===== src/rtl/serial_adder_seq.sv =====
// Bit-serial unsigned adder: accepts A/B over a valid/ready handshake,
// adds one bit per clock (LSB first) through two cascaded half adders with
// a registered carry, and returns {C,S} over a second valid/ready handshake.
module serial_adder_seq #(
  parameter int WIDTH = 8
) (
  input  logic             clk,
  input  logic             rst_n,
  input  logic             in_valid,
  output logic             in_ready,
  input  logic [WIDTH-1:0] A,
  input  logic [WIDTH-1:0] B,
  output logic             out_valid,
  input  logic             out_ready,
  output logic [WIDTH-1:0] S,
  output logic             C,
  output logic             busy
);

  localparam int CW = $clog2(WIDTH);
  localparam logic [CW-1:0] LAST = CW'(WIDTH - 1);

  typedef enum logic [1:0] {
    IDLE  = 2'd0,
    SHIFT = 2'd1,
    DONE  = 2'd2
  } state_t;

  state_t           state_reg, state_next;
  logic [WIDTH-1:0] a_reg, a_next;
  logic [WIDTH-1:0] b_reg, b_next;
  logic [WIDTH-1:0] sum_reg, sum_next;
  logic [WIDTH-1:0] s_reg, s_next;
  logic             c_reg, c_next;
  logic             carry_reg, carry_next;
  logic [CW-1:0]    count_reg, count_next;
  logic             in_ready_reg, in_ready_next;
  logic             out_valid_reg, out_valid_next;

  // Bit slice: first half adder combines the operand bits, second folds in the carry.
  logic ha1_s, ha1_c, ha2_s, ha2_c;
  logic bit_sum, bit_carry;

  assign ha1_s     = a_reg[0] ^ b_reg[0];
  assign ha1_c     = a_reg[0] & b_reg[0];
  assign ha2_s     = ha1_s ^ carry_reg;
  assign ha2_c     = ha1_s & carry_reg;
  assign bit_sum   = ha2_s;
  assign bit_carry = ha1_c | ha2_c;

  // State and datapath registers; async reset aborts any in-flight addition.
  always_ff @(posedge clk or negedge rst_n) begin
    if (!rst_n) begin
      state_reg     <= IDLE;
      a_reg         <= '0;
      b_reg         <= '0;
      sum_reg       <= '0;
      s_reg         <= '0;
      c_reg         <= 1'b0;
      carry_reg     <= 1'b0;
      count_reg     <= '0;
      in_ready_reg  <= 1'b0;
      out_valid_reg <= 1'b0;
    end else begin
      state_reg     <= state_next;
      a_reg         <= a_next;
      b_reg         <= b_next;
      sum_reg       <= sum_next;
      s_reg         <= s_next;
      c_reg         <= c_next;
      carry_reg     <= carry_next;
      count_reg     <= count_next;
      in_ready_reg  <= in_ready_next;
      out_valid_reg <= out_valid_next;
    end
  end

  // Next-state and datapath updates; everything holds unless the state says otherwise.
  always_comb begin
    state_next     = state_reg;
    a_next         = a_reg;
    b_next         = b_reg;
    sum_next       = sum_reg;
    s_next         = s_reg;
    c_next         = c_reg;
    carry_next     = carry_reg;
    count_next     = count_reg;
    in_ready_next  = in_ready_reg;
    out_valid_next = out_valid_reg;

    case (state_reg)
      IDLE: begin
        if (in_valid && in_ready_reg) begin
          a_next        = A;
          b_next        = B;
          carry_next    = 1'b0;
          count_next    = '0;
          in_ready_next = 1'b0;
          state_next    = SHIFT;
        end else begin
          // Also raises in_ready on the first edge after reset release.
          in_ready_next = 1'b1;
        end
      end

      SHIFT: begin
        sum_next   = {bit_sum, sum_reg[WIDTH-1:1]};
        a_next     = {1'b0, a_reg[WIDTH-1:1]};
        b_next     = {1'b0, b_reg[WIDTH-1:1]};
        carry_next = bit_carry;
        if (count_reg == LAST) begin
          // Last bit: publish the result directly from this edge's sum.
          s_next         = {bit_sum, sum_reg[WIDTH-1:1]};
          c_next         = bit_carry;
          out_valid_next = 1'b1;
          state_next     = DONE;
        end else begin
          count_next = count_reg + 1'b1;
        end
      end

      DONE: begin
        if (out_ready) begin
          out_valid_next = 1'b0;
          in_ready_next  = 1'b1;
          state_next     = IDLE;
        end
      end

      default: begin
        state_next = IDLE;
      end
    endcase
  end

  assign in_ready  = in_ready_reg;
  assign out_valid = out_valid_reg;
  assign S         = s_reg;
  assign C         = c_reg;
  assign busy      = (state_reg != IDLE);

endmodule

===== config.mk =====
export PLATFORM = sky130hd
export DESIGN_NAME = serial_adder_seq
export DESIGN_NICKNAME = d
export VERILOG_FILES = /design/src/rtl/serial_adder_seq.sv
export SDC_FILE = /design/constraint.sdc
export NUM_CORES = 1
export LEC_CHECK = 0
export BUFFER_PORTS_ARGS = -buffer_cell sky130_fd_sc_hd__clkbuf_2
export CAP_MARGIN = 30
export CORE_ASPECT_RATIO = 0.6
export CORE_MARGIN = 1.5
export CORE_UTILIZATION = 49
export DETAILED_ROUTE_END_ITERATION = 8
export MAX_ROUTING_LAYER = met4
export PLACE_DENSITY_LB_ADDON = 0.25
export SYNTH_ARGS = -nofsm -noshare
export SYNTH_HDL_FRONTEND = slang
export SYNTH_SLANG_ARGS = --single-unit

===== constraint.sdc =====
create_clock -name clk -period 1.5 [get_ports clk]
set_clock_uncertainty 0.15 [all_clocks]
set_input_delay 0 -clock clk [delete_from_list [all_inputs] [get_ports clk]]
set_output_delay 0 -clock clk [all_outputs]
set_load 0.005 [all_outputs]

* Yosys cells after proc, flatten, opt, wreduce, memory -nomap -nowiden
Index checks and enable logic that the tools add are counted.
** Storage, ports and cells
- Register bits after elaboration :: 41
- Bits in latches :: 0
- Memory bits (writable) :: 0
- ROM bits :: 0
- Input port bits :: 20
- Word-level logic and storage cells :: 54
- Memories kept :: 0
** Operators by class
- Add/sub/neg operators :: 1
- Multiply operators :: 0
- Div/mod/pow operators :: 0
- Order comparisons :: 0
- Equal/unequal tests :: 7
- Shift operators :: 0
- Mux-type cells :: 19
- Bitwise logic cells :: 5
- Reduce and logical (&&, ||, !) cells :: 12
** Operators by type and width (number)
- $pmux W8 S2 :: 2
- $mux W8 :: 2
- $reduce_and A3 Y1 :: 3
- $ne A2 B2 Y1 const B :: 4
- $reduce_bool A2 Y1 :: 4
- $mux W2 :: 3
- $mux W3 :: 2
- $pmux W1 S2 :: 3
- $pmux W2 S3 :: 1
- $pmux W3 S2 :: 1
- $reduce_and A2 Y1 :: 3
- $mux W1 :: 5
- $add A3 B1 Y3 const B :: 1
- $eq A3 B3 Y1 const B :: 1
- $and A1 B1 Y1 :: 2
- $eq A2 B1 Y1 const B :: 1
- $eq A2 B2 Y1 const B :: 1
- $logic_not A2 Y1 :: 1
- $xor A1 B1 Y1 :: 2
- $logic_and A1 B1 Y1 :: 1
- $or A1 B1 Y1 :: 1

* Longest topological paths before layout
- Depth in word-level cells :: 4
- Depth in mapped cells :: 5
- Depth with buffers taken out :: 5

* Least setup slack after synthesis
Ideal clock, no wire load.
- Kind :: register to register
- From :: register count_reg[0]
- To :: register count_reg[0]
- Setup time :: 0.125 ns
- Arrival time :: 1.357 ns
- Data required time :: 1.225 ns
- Setup slack :: -0.132 ns
- Stages on the path, launching flop included :: 6
- Buffers on the path :: 0
- Cell sequence :: dfrtp_1 > ha_1 > ha_1 > nor3b_2 > nor2_1 > mux2_2
** Between the ends
- Longest elaborated chain between the ends :: 3
- Elaborated cells between the ends (all ways) :: 6
- Those cells by class :: add/sub: 1; eq/ne: 2; mux: 2; reduce/logical: 1
** Ends and longest elaborated chain
- from (decl) :: RTL line 36 : logic [CW-1:0] count_reg, count_next;
- from (signal assigned) :: RTL line 72 : count_reg <= count_next;
- $add A3 B1 Y3 / $eq A3 B3 Y1 (equally long branches) :: RTL line 118, 111
- $mux W3 / $ne A2 B2 Y1 (equally long branches)
- $pmux W3 S2 / $reduce_and A3 Y1 (equally long branches)
Several ways; a longest one is shown, not always the timed one. The select of a mux whose other input is x is not followed.
A chain may end at the register's enable or synchronous reset.

* Worst setup path in the final report
- From :: register count_reg[1]
- To :: register count_reg[0]
** Between the ends
- Longest elaborated chain between the ends :: 3
** Ends and longest elaborated chain
- $eq A3 B3 Y1 :: RTL line 111 : if (count_reg == LAST) begin
- $ne A2 B2 Y1 (no line)
- $reduce_and A3 Y1 (no line)
Every way passes these cells.

==> flow_metrics.env <==
export IMPL_outcome="finished with violations"
export IMPL_violations="negative setup slack"
export IMPL_core_mm2=0.00334
export IMPL_yosysWarnings=0
export IMPL_finalSetupTns_ps=-149
export IMPL_cts_root_buf="clkbuf_8"
export IMPL_syn2layout_area_growth_pct=39.5
export IMPL_drv_cap=0
export IMPL_r2r_start="count_reg[1]$_DFFE_PN0P_"
export IMPL_grt_pass1_vias=1376
export IMPL_cp_data_required_time_ps=1530
export IMPL_start_kind="flop"
export IMPL_overflow=0
export IMPL_start_util_pct=52.5
export IMPL_synthCells=151
export IMPL_gp_congestion=0.825
export IMPL_vias=1390
export IMPL_grt_usage_pct=23.6
export IMPL_slew_headroom_pct=66.6
export IMPL_clock_fmax_mhz=635
export IMPL_grt_antenna_before_repair=0
export IMPL_antenna_cells=0
export IMPL_cts_tree="yes"
export IMPL_drt_iter0_markers=77
export IMPL_preCtsSetupSlack_ps=-99.0
export IMPL_drtPass1Iterations=4
export IMPL_cpMostUsedCell="ha_4"
export IMPL_finalCritPeriodShare_pct=105
export IMPL_tightest_slew_ps=502
export IMPL_hp_class="in -> reg"
export IMPL_cts_htree_levels=2
export IMPL_final_hold_violation_count=0
export IMPL_grt_setup_unrepaired="true"
export IMPL_dp_hpwl_mm=2.50
export IMPL_cp_end_kind="flop"
export IMPL_port_buffers=31
export IMPL_period_minus_slack_ps=1580
export IMPL_fp_dieH_um=49.4
export IMPL_worstPathArrival_ps=1600
export IMPL_syn_avg_cell_area_um2=11.6
export IMPL_num_io_pins=32
export IMPL_setup_ws_ps=-75.9
export IMPL_ys_seq_elements=40
export IMPL_synth_distinct_cells=22
export IMPL_final_nets=240
export IMPL_crit_path_start="count_reg[1]$_DFFE_PN0P_"
export IMPL_rows=16
export IMPL_hold_worst_slack_ps=120
export IMPL_slew_violations=0
export IMPL_wire_per_inst_um=15.8
export IMPL_grt_pass1_wl_mm=6.66
export IMPL_cpPeakStageDelay_ps=410
export IMPL_drive_above_1_share_pct=36.4
export IMPL_cts_buffers=5
export IMPL_fp_dieW_um=80.3
export IMPL_die_area_mm2=0.00396
export IMPL_p_leak_nw=1.21
export IMPL_synth_fp_nets=175
export IMPL_grt_max_degree=41
export IMPL_numClockSinks=40
export IMPL_seq_area_frac_synth_pct=57.0
export IMPL_totalWireLength_mm=4.15
export IMPL_worstHoldStart="in_valid"
export IMPL_clockBufferDepth=2
export IMPL_clock_latency_ps=300
export IMPL_slowest_stage="dfrtp_1"
export IMPL_setup_viol=4
export IMPL_vdd_drop_max_v=0.00107
export IMPL_cts_clk_slew_worst_paths_ps=70
export IMPL_netlist_area_mm2=0.00176
export IMPL_crit_fanout=4
export IMPL_cp_cell_sequence="ha_4, ha_4, nor3b_4, nor2_2, mux2_2"
export IMPL_drc=0
export IMPL_antenna_left=0
export IMPL_powerDensity_mw_per_mm2=2040
export IMPL_crit_type="reg -> reg"
export IMPL_vias_per_cell=5.31
-- per-layer routing --
layer	track usage, %	share of wire, %
met1	30.8	44
met3	6.54	5.4
met4	8.91	2.1
met2	35.3	49
met5	-	0
-- logic make-up (layout without fill, tap and decap cells) --
kind of cell	Yosys count	in the layout	share of synthesized area, %
AOI/OAI and AO/OA	38	38	12.1
adders and majority gates	4	4	3.28
buffers and inverters	11	76	3.92
DFF	40	40	57.0
muxes	24	24	14.4
and+or+nand+nor	34	35	9.27
-- cells in the final DEF, fill, tap and decap left out --
master and n:
buf_4 15, o21ai_0 29, a21oi_2 1, nand2b_1 1, a22o_1 5, bufinv_16 1, nand2b_4 1, or2_4 1
buf_12 1, a21oi_1 3, dfrtp_2 2, fa_1 1, dfrtp_1 38, clkbuf_2 31, ha_4 3, clkinv_4 1
nand2_4 1, mux2_4 5, clkbuf_8 6, and4bb_2 1, nand2_8 1, inv_1 3, dlygate4sd3_1 18, nor2_2 1
nand2_1 24, mux2i_1 14, nor2_1 2, nor2b_4 1, mux2_2 5, nor3b_4 1
-- area by class of cell --
cell class / instances / area (um^2)
timing repair buffer: 65 / 468
fill: 221 / 895
multi-input combinational: 101 / 788
sequential: 40 / 1000
clock inverter: 2 / 38.8
clock buffer: 6 / 82.6
tap: 45 / 56.3
inverter: 3 / 11.3
-- what timing repair did --
item	4_1_cts	5_1_grt
endpoints found under the setup margin	29	26
cloned	1	0
resized for setup	8	9
hold endpoints to repair	59	0
hold buffers	18	0
pin swaps	3	0
buffers inserted	2	3
-- final timing paths --
check	slack (ps)	cells past startpoint	to
max	-80	5	count_reg[0]$_DFFE_PN0P_
min	120	4	in_ready$_DFFE_PN0P_
max reg2reg	-80	5	count_reg[0]$_DFFE_PN0P_
min reg2reg	360	2	sum_reg[3]$_DFFE_PN0N_
max in group asynchronous	690	3	state_reg[1]$_DFFE_PN0P_
min in group asynchronous	140	3	a_reg[7]$_DFFE_PN0P_
-- critical path: cells and delay by family (launching register included) --
family | cells | cell delay (ps)
simple gates | 2 | 280
fa+ha+maj | 2 | 350
flops | 1 | 410
mux | 1 | 260
-- power by group --
group / internal (mW) / leakage, nW / switching (mW)
logic: 1.13 / 0.643 / 1.03
registers: 1.56 / 0.503 / 0.365
clock network: 0.544 / 0.0614 / 0.375
total: 3.23 / 1.21 / 1.77
-- per-stage QoR --
step | instance area [um^2] | util, % | total power [mW] | cells
floorplan | 1780 | - | 3.10 | 151
global placement | 2030 | 60.7 | 3.60 | 230
detailed placement | 2030 | 60.7 | 3.74 | 230
CTS | 2380 | 71.3 | 4.86 | 259
global route | 2450 | 73.2 | 5.35 | 262
finish | 2450 | 73.2 | 5.00 | 262
-- Yosys cell counts --
| master | n | area [um^2] |
|---|---|---|
| or2_1 | 1 | 6.26 |
| and4bb_2 | 1 | 12.5 |
| a22o_1 | 5 | 43.8 |
| buf_6 | 2 | 22.5 |
| inv_1 | 3 | 11.3 |
| nand2b_1 | 2 | 12.5 |
| nor3b_2 | 1 | 12.5 |
| nand2_4 | 1 | 11.3 |
| clkbuf_1 | 2 | 7.51 |
| buf_4 | 3 | 22.5 |
| nand2_1 | 24 | 90.1 |
| ha_1 | 3 | 37.5 |
| fa_1 | 1 | 20.0 |
| a21oi_1 | 3 | 15.0 |
| mux2_2 | 10 | 113 |
| mux2i_1 | 14 | 140 |
| dfrtp_1 | 40 | 1000 |
| nor2b_1 | 1 | 6.26 |
| o21ai_0 | 29 | 145 |
| clkbuf_2 | 1 | 5.00 |
| a21oi_2 | 1 | 8.76 |
| nor2_1 | 3 | 11.3 |
Note: power is estimated with default switching activity, not from simulation.
